`src/rtl/cpu_defs.sv`:
```
// Shared definitions for the multi-cycle CPU: opcodes, FSM state encoding and
// instruction field positions.
package cpu_defs;

  localparam logic [3:0] OP_LD   = 4'd0;
  localparam logic [3:0] OP_ST   = 4'd1;
  localparam logic [3:0] OP_ADD  = 4'd2;
  localparam logic [3:0] OP_SUB  = 4'd3;
  localparam logic [3:0] OP_AND  = 4'd4;
  localparam logic [3:0] OP_OR   = 4'd5;
  localparam logic [3:0] OP_XOR  = 4'd6;
  localparam logic [3:0] OP_ADDI = 4'd7;
  localparam logic [3:0] OP_BEQ  = 4'd8;
  localparam logic [3:0] OP_JMP  = 4'd9;
  localparam logic [3:0] OP_MUL  = 4'd10;
  localparam logic [3:0] OP_HALT = 4'd15;

  localparam int OP_MSB  = 19;
  localparam int OP_LSB  = 16;
  localparam int RA_LSB  = 11;
  localparam int RB_LSB  = 6;
  localparam int IMM_MSB = 5;
  localparam int IMM_LSB = 0;
  localparam int IMM_W   = IMM_MSB - IMM_LSB + 1;

  typedef enum logic [2:0] {
    S_FETCH,
    S_DECODE,
    S_EXEC,
    S_MEM,
    S_WB,
    S_HALT
  } state_t;

endpackage

```
`src/rtl/cpu_alu.sv`:
```
// Combinational ALU for the multi-cycle CPU. MUL exists only when CPU_MUL_EN
// is defined; otherwise no multiplier is built.
module cpu_alu
  import cpu_defs::*;
#(
  parameter int DATA_WIDTH = 8
) (
  input  logic [3:0]            op,
  input  logic [DATA_WIDTH-1:0] a,
  input  logic [DATA_WIDTH-1:0] b,
  output logic [DATA_WIDTH-1:0] result
);

  always_comb begin
    result = a;
    case (op)
      OP_ADD: result = a + b;
      OP_SUB: result = a - b;
      OP_AND: result = a & b;
      OP_OR:  result = a | b;
      OP_XOR: result = a ^ b;
`ifdef CPU_MUL_EN
      OP_MUL: result = a * b;
`endif
      default: result = a;
    endcase
  end

endmodule

```
`src/rtl/multicycle_cpu.sv`:
```
// Multi-cycle CPU core: FETCH/DECODE/EXEC/MEM/WB/HALT sequencer, register file,
// req/valid instruction fetch and req/ack data access. Optional MUL: CPU_MUL_EN.
module multicycle_cpu
  import cpu_defs::*;
#(
  parameter int DATA_WIDTH    = 8,
  parameter int REG_ADDR_BITS = 5,
  parameter int MEM_ADDR_BITS = 5,
  parameter int PC_BITS       = 8,
  parameter int INSTR_WIDTH   = 20
) (
  input  logic                     clk,
  input  logic                     rst,
  output logic                     imem_req,
  output logic [PC_BITS-1:0]       imem_addr,
  input  logic                     imem_valid,
  input  logic [INSTR_WIDTH-1:0]   imem_data,
  output logic                     dmem_req,
  output logic                     dmem_we,
  output logic [MEM_ADDR_BITS-1:0] dmem_addr,
  output logic [DATA_WIDTH-1:0]    dmem_wdata,
  input  logic [DATA_WIDTH-1:0]    dmem_rdata,
  input  logic                     dmem_ack,
  output logic                     retire,
  output logic                     halted
);

  if (INSTR_WIDTH != 20) begin : g_bad_instr_width
    $error("multicycle_cpu: INSTR_WIDTH must be 20");
  end

  state_t                   state, next_state;
  logic [PC_BITS-1:0]       pc, pc_off, pc_next;
  logic [INSTR_WIDTH-1:0]   ir;
  logic [3:0]               op, alu_op;
  logic [REG_ADDR_BITS-1:0] ra, rb;
  logic [DATA_WIDTH-1:0]    imm_d, a_val, b_val, alu_b, alu_y, result;
  logic                     writes_reg, is_mem_op, halt_pulse;
  logic [DATA_WIDTH-1:0]    regs [2**REG_ADDR_BITS];

  function automatic logic [DATA_WIDTH-1:0] sext_data(input logic signed [IMM_W-1:0] v);
    return DATA_WIDTH'(v);
  endfunction

  function automatic logic [PC_BITS-1:0] sext_pc(input logic signed [IMM_W-1:0] v);
    return PC_BITS'(v);
  endfunction

  assign op        = ir[OP_MSB:OP_LSB];
  assign ra        = ir[RA_LSB +: REG_ADDR_BITS];
  assign rb        = ir[RB_LSB +: REG_ADDR_BITS];
  assign imm_d     = sext_data(ir[IMM_MSB:IMM_LSB]);
  assign pc_off    = sext_pc(ir[IMM_MSB:IMM_LSB]);
  assign is_mem_op = (op == OP_LD) || (op == OP_ST);
  assign imem_addr = pc;

  // ADDI reuses the adder with the sign-extended immediate as second operand
  assign alu_op = (op == OP_ADDI) ? OP_ADD : op;
  assign alu_b  = (op == OP_ADDI) ? imm_d : b_val;

  cpu_alu #(
    .DATA_WIDTH(DATA_WIDTH)
  ) u_alu (
    .op    (alu_op),
    .a     (a_val),
    .b     (alu_b),
    .result(alu_y)
  );

  always_comb begin
    writes_reg = 1'b0;
    case (op)
      OP_LD, OP_ADD, OP_SUB, OP_AND, OP_OR, OP_XOR, OP_ADDI: writes_reg = 1'b1;
`ifdef CPU_MUL_EN
      OP_MUL: writes_reg = 1'b1;
`endif
      default: writes_reg = 1'b0;
    endcase
  end

  always_comb begin
    pc_next = pc + PC_BITS'(1);
    case (op)
      OP_BEQ:  if (a_val == b_val) pc_next = pc + pc_off;
      OP_JMP:  pc_next = pc + pc_off;
      default: pc_next = pc + PC_BITS'(1);
    endcase
  end

  always_comb begin
    next_state = state;
    case (state)
      S_FETCH:  if (imem_valid) next_state = S_DECODE;
      S_DECODE: next_state = S_EXEC;
      S_EXEC: begin
        if (is_mem_op)          next_state = S_MEM;
        else if (op == OP_HALT) next_state = S_HALT;
        else                    next_state = S_WB;
      end
      S_MEM:    if (dmem_ack) next_state = S_WB;
      S_WB:     next_state = S_FETCH;
      S_HALT:   next_state = S_HALT;
      default:  next_state = S_FETCH;
    endcase
  end

  // Fetch request is gated by rst so it stays low while reset is held
  always_comb begin
    imem_req = 1'b0;
    dmem_req = 1'b0;
    halted   = 1'b0;
    retire   = 1'b0;
    case (state)
      S_FETCH: imem_req = !rst;
      S_MEM:   dmem_req = 1'b1;
      S_WB:    retire   = 1'b1;
      S_HALT: begin
        halted = 1'b1;
        retire = halt_pulse;
      end
      default: ;
    endcase
  end

  always_ff @(posedge clk or posedge rst) begin
    if (rst) begin
      state      <= S_FETCH;
      pc         <= '0;
      dmem_we    <= 1'b0;
      dmem_addr  <= '0;
      dmem_wdata <= '0;
      halt_pulse <= 1'b0;
    end else begin
      state      <= next_state;
      halt_pulse <= (state == S_EXEC) && (next_state == S_HALT);
      if (state == S_EXEC && is_mem_op) begin
        dmem_we    <= (op == OP_ST);
        dmem_addr  <= MEM_ADDR_BITS'(b_val + imm_d);
        dmem_wdata <= a_val;
      end
      if (state == S_MEM && dmem_ack) dmem_we <= 1'b0;
      if (state == S_WB) pc <= pc_next;
    end
  end

  // Datapath registers and register file carry no reset
  always_ff @(posedge clk) begin
    if (state == S_FETCH && imem_valid) ir <= imem_data;
    if (state == S_DECODE) begin
      a_val <= regs[ra];
      b_val <= regs[rb];
    end
    if (state == S_EXEC) result <= alu_y;
    if (state == S_MEM && dmem_ack && !dmem_we) result <= dmem_rdata;
    if (state == S_WB && writes_reg) regs[ra] <= result;
  end

endmodule
```
`config.mk`:
```
export PLATFORM = sky130hd
export DESIGN_NAME = multicycle_cpu
export DESIGN_NICKNAME = d
export VERILOG_FILES = /design/src/rtl/cpu_defs.sv /design/src/rtl/cpu_alu.sv /design/src/rtl/multicycle_cpu.sv
export SDC_FILE = /design/constraint.sdc
export NUM_CORES = 1
export LEC_CHECK = 0
export CORE_MARGIN = 2
export CORE_UTILIZATION = 34
export CTS_CLUSTER_SIZE = 20
export DETAILED_ROUTE_END_ITERATION = 12
export PLACE_DENSITY = 0.54
export SLEW_MARGIN = 15
export SYNTH_ARGS = -nofsm -noshare
export SYNTH_HDL_FRONTEND = slang
export SYNTH_HIERARCHICAL = 1
export SYNTH_SLANG_ARGS = --single-unit
```
`constraint.sdc`:
```
create_clock -name clk -period 5.2 [get_ports clk]
set_clock_uncertainty 0.1 [all_clocks]
set_input_delay 1.56 -clock clk [delete_from_list [all_inputs] [get_ports clk]]
set_output_delay 1.56 -clock clk [all_outputs]
set_load 0.01 [all_outputs]
```
==> metrics.md <==
| Metric | Value |
|---|---|
| Run status | finished with violations |
| Failing checks | DRC |
| H-tree depth | 2 |
| Clock share of power | 28.7% |
| Met2 WL post-DR | 19,800 um |
| Switch share | 32.3% |
| Synth Net Count | just over 1,000 |
| Number of global-route vias before repair | 9,289 |
| Ys async rst share | 7.98% |
| F_max | 225 MHz |
| DRT Wirelength | around 43,000 um |
| Num rows | 79 |
| Slowest cell on the critical path | clkdlybuf4s50_1 |
| Filler cells | 4,240 |
| Origin of the critical flop-to-flop path | ir[16] |
| Hold Slack | 0.376 ns |
| Total grt overflow | 0 |
| Startpoint types | primary input |
| Yosys synthesis warning count | 6 |
| Sequential power share | 39.6% |
| Met3 WL | 3600 um |
| Netlist cell types | 61 |
| Via count | slightly above 9,000 |
| Biggest area consumer among synthesized cells | edfxtp_1 |
| Sw Pwr | 2.97 mW |
| CTS Root Cell | clkbuf_16 |
| Cts bufs inserted | 38 |
| Number of setup violations in the final report | 0 |
| Req. time, crit path | between 3 and 4 ns |
| Internal | 6.23 mW |
| Bufs on Longest Clock Path | 3 |
| Area contributors post-synth | edfxtp_1 (56%), mux4_2 (20%), dfrtp_1 (4.0%), ha_1 (2.8%), mux2_2 (1.8%) |
| Post-route cell area | 0.0187 sq mm |
| Post-CTS setup buffer count | 0 |
| Logic pwr share | 31.7% |
| Cts repair resizes | 0 |
| Top delay family on crit path | buffers and inverters |
| Synth top cells by count | edfxtp_1 (300), mux4_2 (144), nor2_1 (61) |
| Pwr/cell area | 492 mW/mm^2 |
| Number of buffers and inverters on the critical path | 2 |
| Hold Crit Start | dmem_addr[2] |
| Core area | 0.0467 sq mm |
| Synth top area share | 55.9% |
| Die extent in y | roughly 220 um |
| Max_slew headroom | 30.5% |
| Worst EP arrival | 2.79 ns |
| Area post-placement | about 0.017 sq mm |
| Drt first pass iters | 10 |
| Post-synthesis sequential area ratio | 60.0% |
| Post-synth EDFFs | 300 |
| CTS tree | built |
| DRT iter0 DRCs | 987 |
| Buffers added on ports | 57 |
| Final Cycle Share | between 80% and 90% |
| Setup TNS | 0 ns |
| WS Path Type | primary input to output pin |
| RSZ-0062 raised after global routing | no |
| Crit path cell chain | clkdlybuf4s50_1 -> nor4_1 -> clkdlybuf4s50_1 |
| Mapped Area | around 0.016 sq mm |
| GPL Wtd Cong | 0.830 |
| CP max stage delay | approximately 0.60 ns |
| Slack of the critical path | 0.749 ns |
| Ys flop type | edfxtp_1 |
| Initial core utilization | 34.5% |
| Nets | about 1,100 |
| Worst Hold Class | register to register |
| ANT nets after route | 0 |
| Pre-CTS WS | roughly 0.78 ns |
| WL per Instance | 25.8 um |
| Fin. Hold Viols | 0 |
| Fin crit period | approximately 4.5 ns |
| Placed Cells | 1,586 |
| DIE AREA | 0.0491 sq mm |
| Max Cap Viol | 0 |
| Hold-fix buffers, CTS | 0 |
| Clk Latency, worst-skew pair | 0.56 ns |
| Clock Pin Slew Worst Setup and Hold Paths | 0.06 ns |
| Synthesized area per cell | 16.8 sq um |
| Initial antenna violation count | 0 |
| DR top layer | met4 |
| CTS sink count | 326 |
| Critical path peak fanout | 2 |
| Count leader, synth | edfxtp_1 |
| Fin. max-slew vios | 0 |
| Post-route insts no fill | 1,661 |
| DRC | 8 |
| Vias per inst | 5.53 |
| Largest net degree at the start of global routing | 65 |
| I/O pin cnt | 58 |
| First-pass GRT wire length | between 60,000 and 70,000 um |
| Layout area overhead | 16.1% |
| Die Wd | approximately 220 um |
| All-layer global routing usage | ~18% |
| Synthesized flop and latch total | 326 |
| Share of cells above drive strength 1 | 24.3% |
| Endpoint class of the critical path | output pin |
| Post-Syn Instances | 957 |
| Max IR drop VDD | 247 uV |
| Most Frequent Cell on Critical Path | clkdlybuf4s50_1 |
| Met1 wire length | 18,200 um |
| DPL Wire Length | between 20,000 and 30,000 um |
| Worst slew pin tran | 1.04 ns |
| # diodes | 0 |
| Worst setup path startpoint | rst |
| Static Leak | 6.23 nW |
layout make-up:
type / count / area (sq um) / area share, %
Sequential cell: 326 / 9660 / 51.6
Multi-Input combinational cell: 544 / 6080 / 32.5
Clock buffer: 50 / 1020 / 5.44
Timing Repair Buffer: 83 / 861 / 4.60
Tap cell: 607 / 759 / 4.06
Clock inverter: 19 / 209 / 1.12
Inverter: 32 / 120 / 0.642
metal layers:
metal	up-vias	track usage [%]
met5	-	0
met4	0	6.52
met3	52	4.56
met2	349	27.1
met1	4746	24.1
li1	4032	-
tightest hold or removal path: stages (launching register included):
cell and delay (ns):
dfrtp_1 0.34, nand2_1 0.05, o21ai_0 0.06
metrics by stage:
stage	total power [mW]	util, %
detailed placement	6.56	37.2
global route	9.66	40.1
floorplan	5.51	-
CTS	9.21	39.8
finish	9.20	40.1
global placement	6.52	37.2
worst paths after layout:
path	depth (start not counted)	slack, ns	end
max	3	0.75	imem_req
min	2	0.38	dmem_addr[2]
max reg2reg	15	0.90	result[5]
min reg2reg	2	0.38	dmem_addr[2]
max in group asynchronous	2	2.85	dmem_wdata[2]
min in group asynchronous	2	1.52	state[2]
power by group through the flow:
stage	Combinational, mW	Sequential [mW]	Clock, mW
2_1_floorplan	1.89	3.62	0
3_3_place_gp	2.73	3.79	0
3_5_place_dp	2.75	3.81	0
4_1_cts	2.76	3.75	2.69
5_1_grt	3.18	3.68	2.80
6_report	2.91	3.64	2.64
state kept, by name (all words and copies together) (netlist names):
signal      flops
regs          256
ir             20
a_val           8
b_val           8
dmem_wdata      8
imem_addr       8
result          8
dmem_addr       5
state           3
dmem_we         1
halt_pulse      1
cell usage in the layout, fill, tap and decap left out, types with 9 or more instances in the layout:
cell             instances
buf_4                   19
o21ai_0                 21
clkinv_1                10
nand2_1                 46
mux2_2                  26
a21oi_1                 24
a22oi_1                 36
xnor2_1                 14
clkbuf_16               39
ha_1                    36
mux4_2                 144
clkbuf_1                11
a211oi_1                 9
edfxtp_1               300
clkdlybuf4s50_1         57
nor2_1                  61
dfrtp_1                 26
xor2_1                  15
inv_1                   32
kinds of logic after synthesis:
kind of cell,after synthesis,share of synthesized area [%]
flip-flops,326,60.0
multiplexers,175,22.3
AND/OR/NAND/NOR,171,5.18
AO/OA/AOI/OAI,129,5.39
buffers and inverters,87,2.37
adder cells (fa/ha/maj),39,3.17
XOR/XNOR,30,1.68
Note: power is estimated with default switching activity, not from simulation.
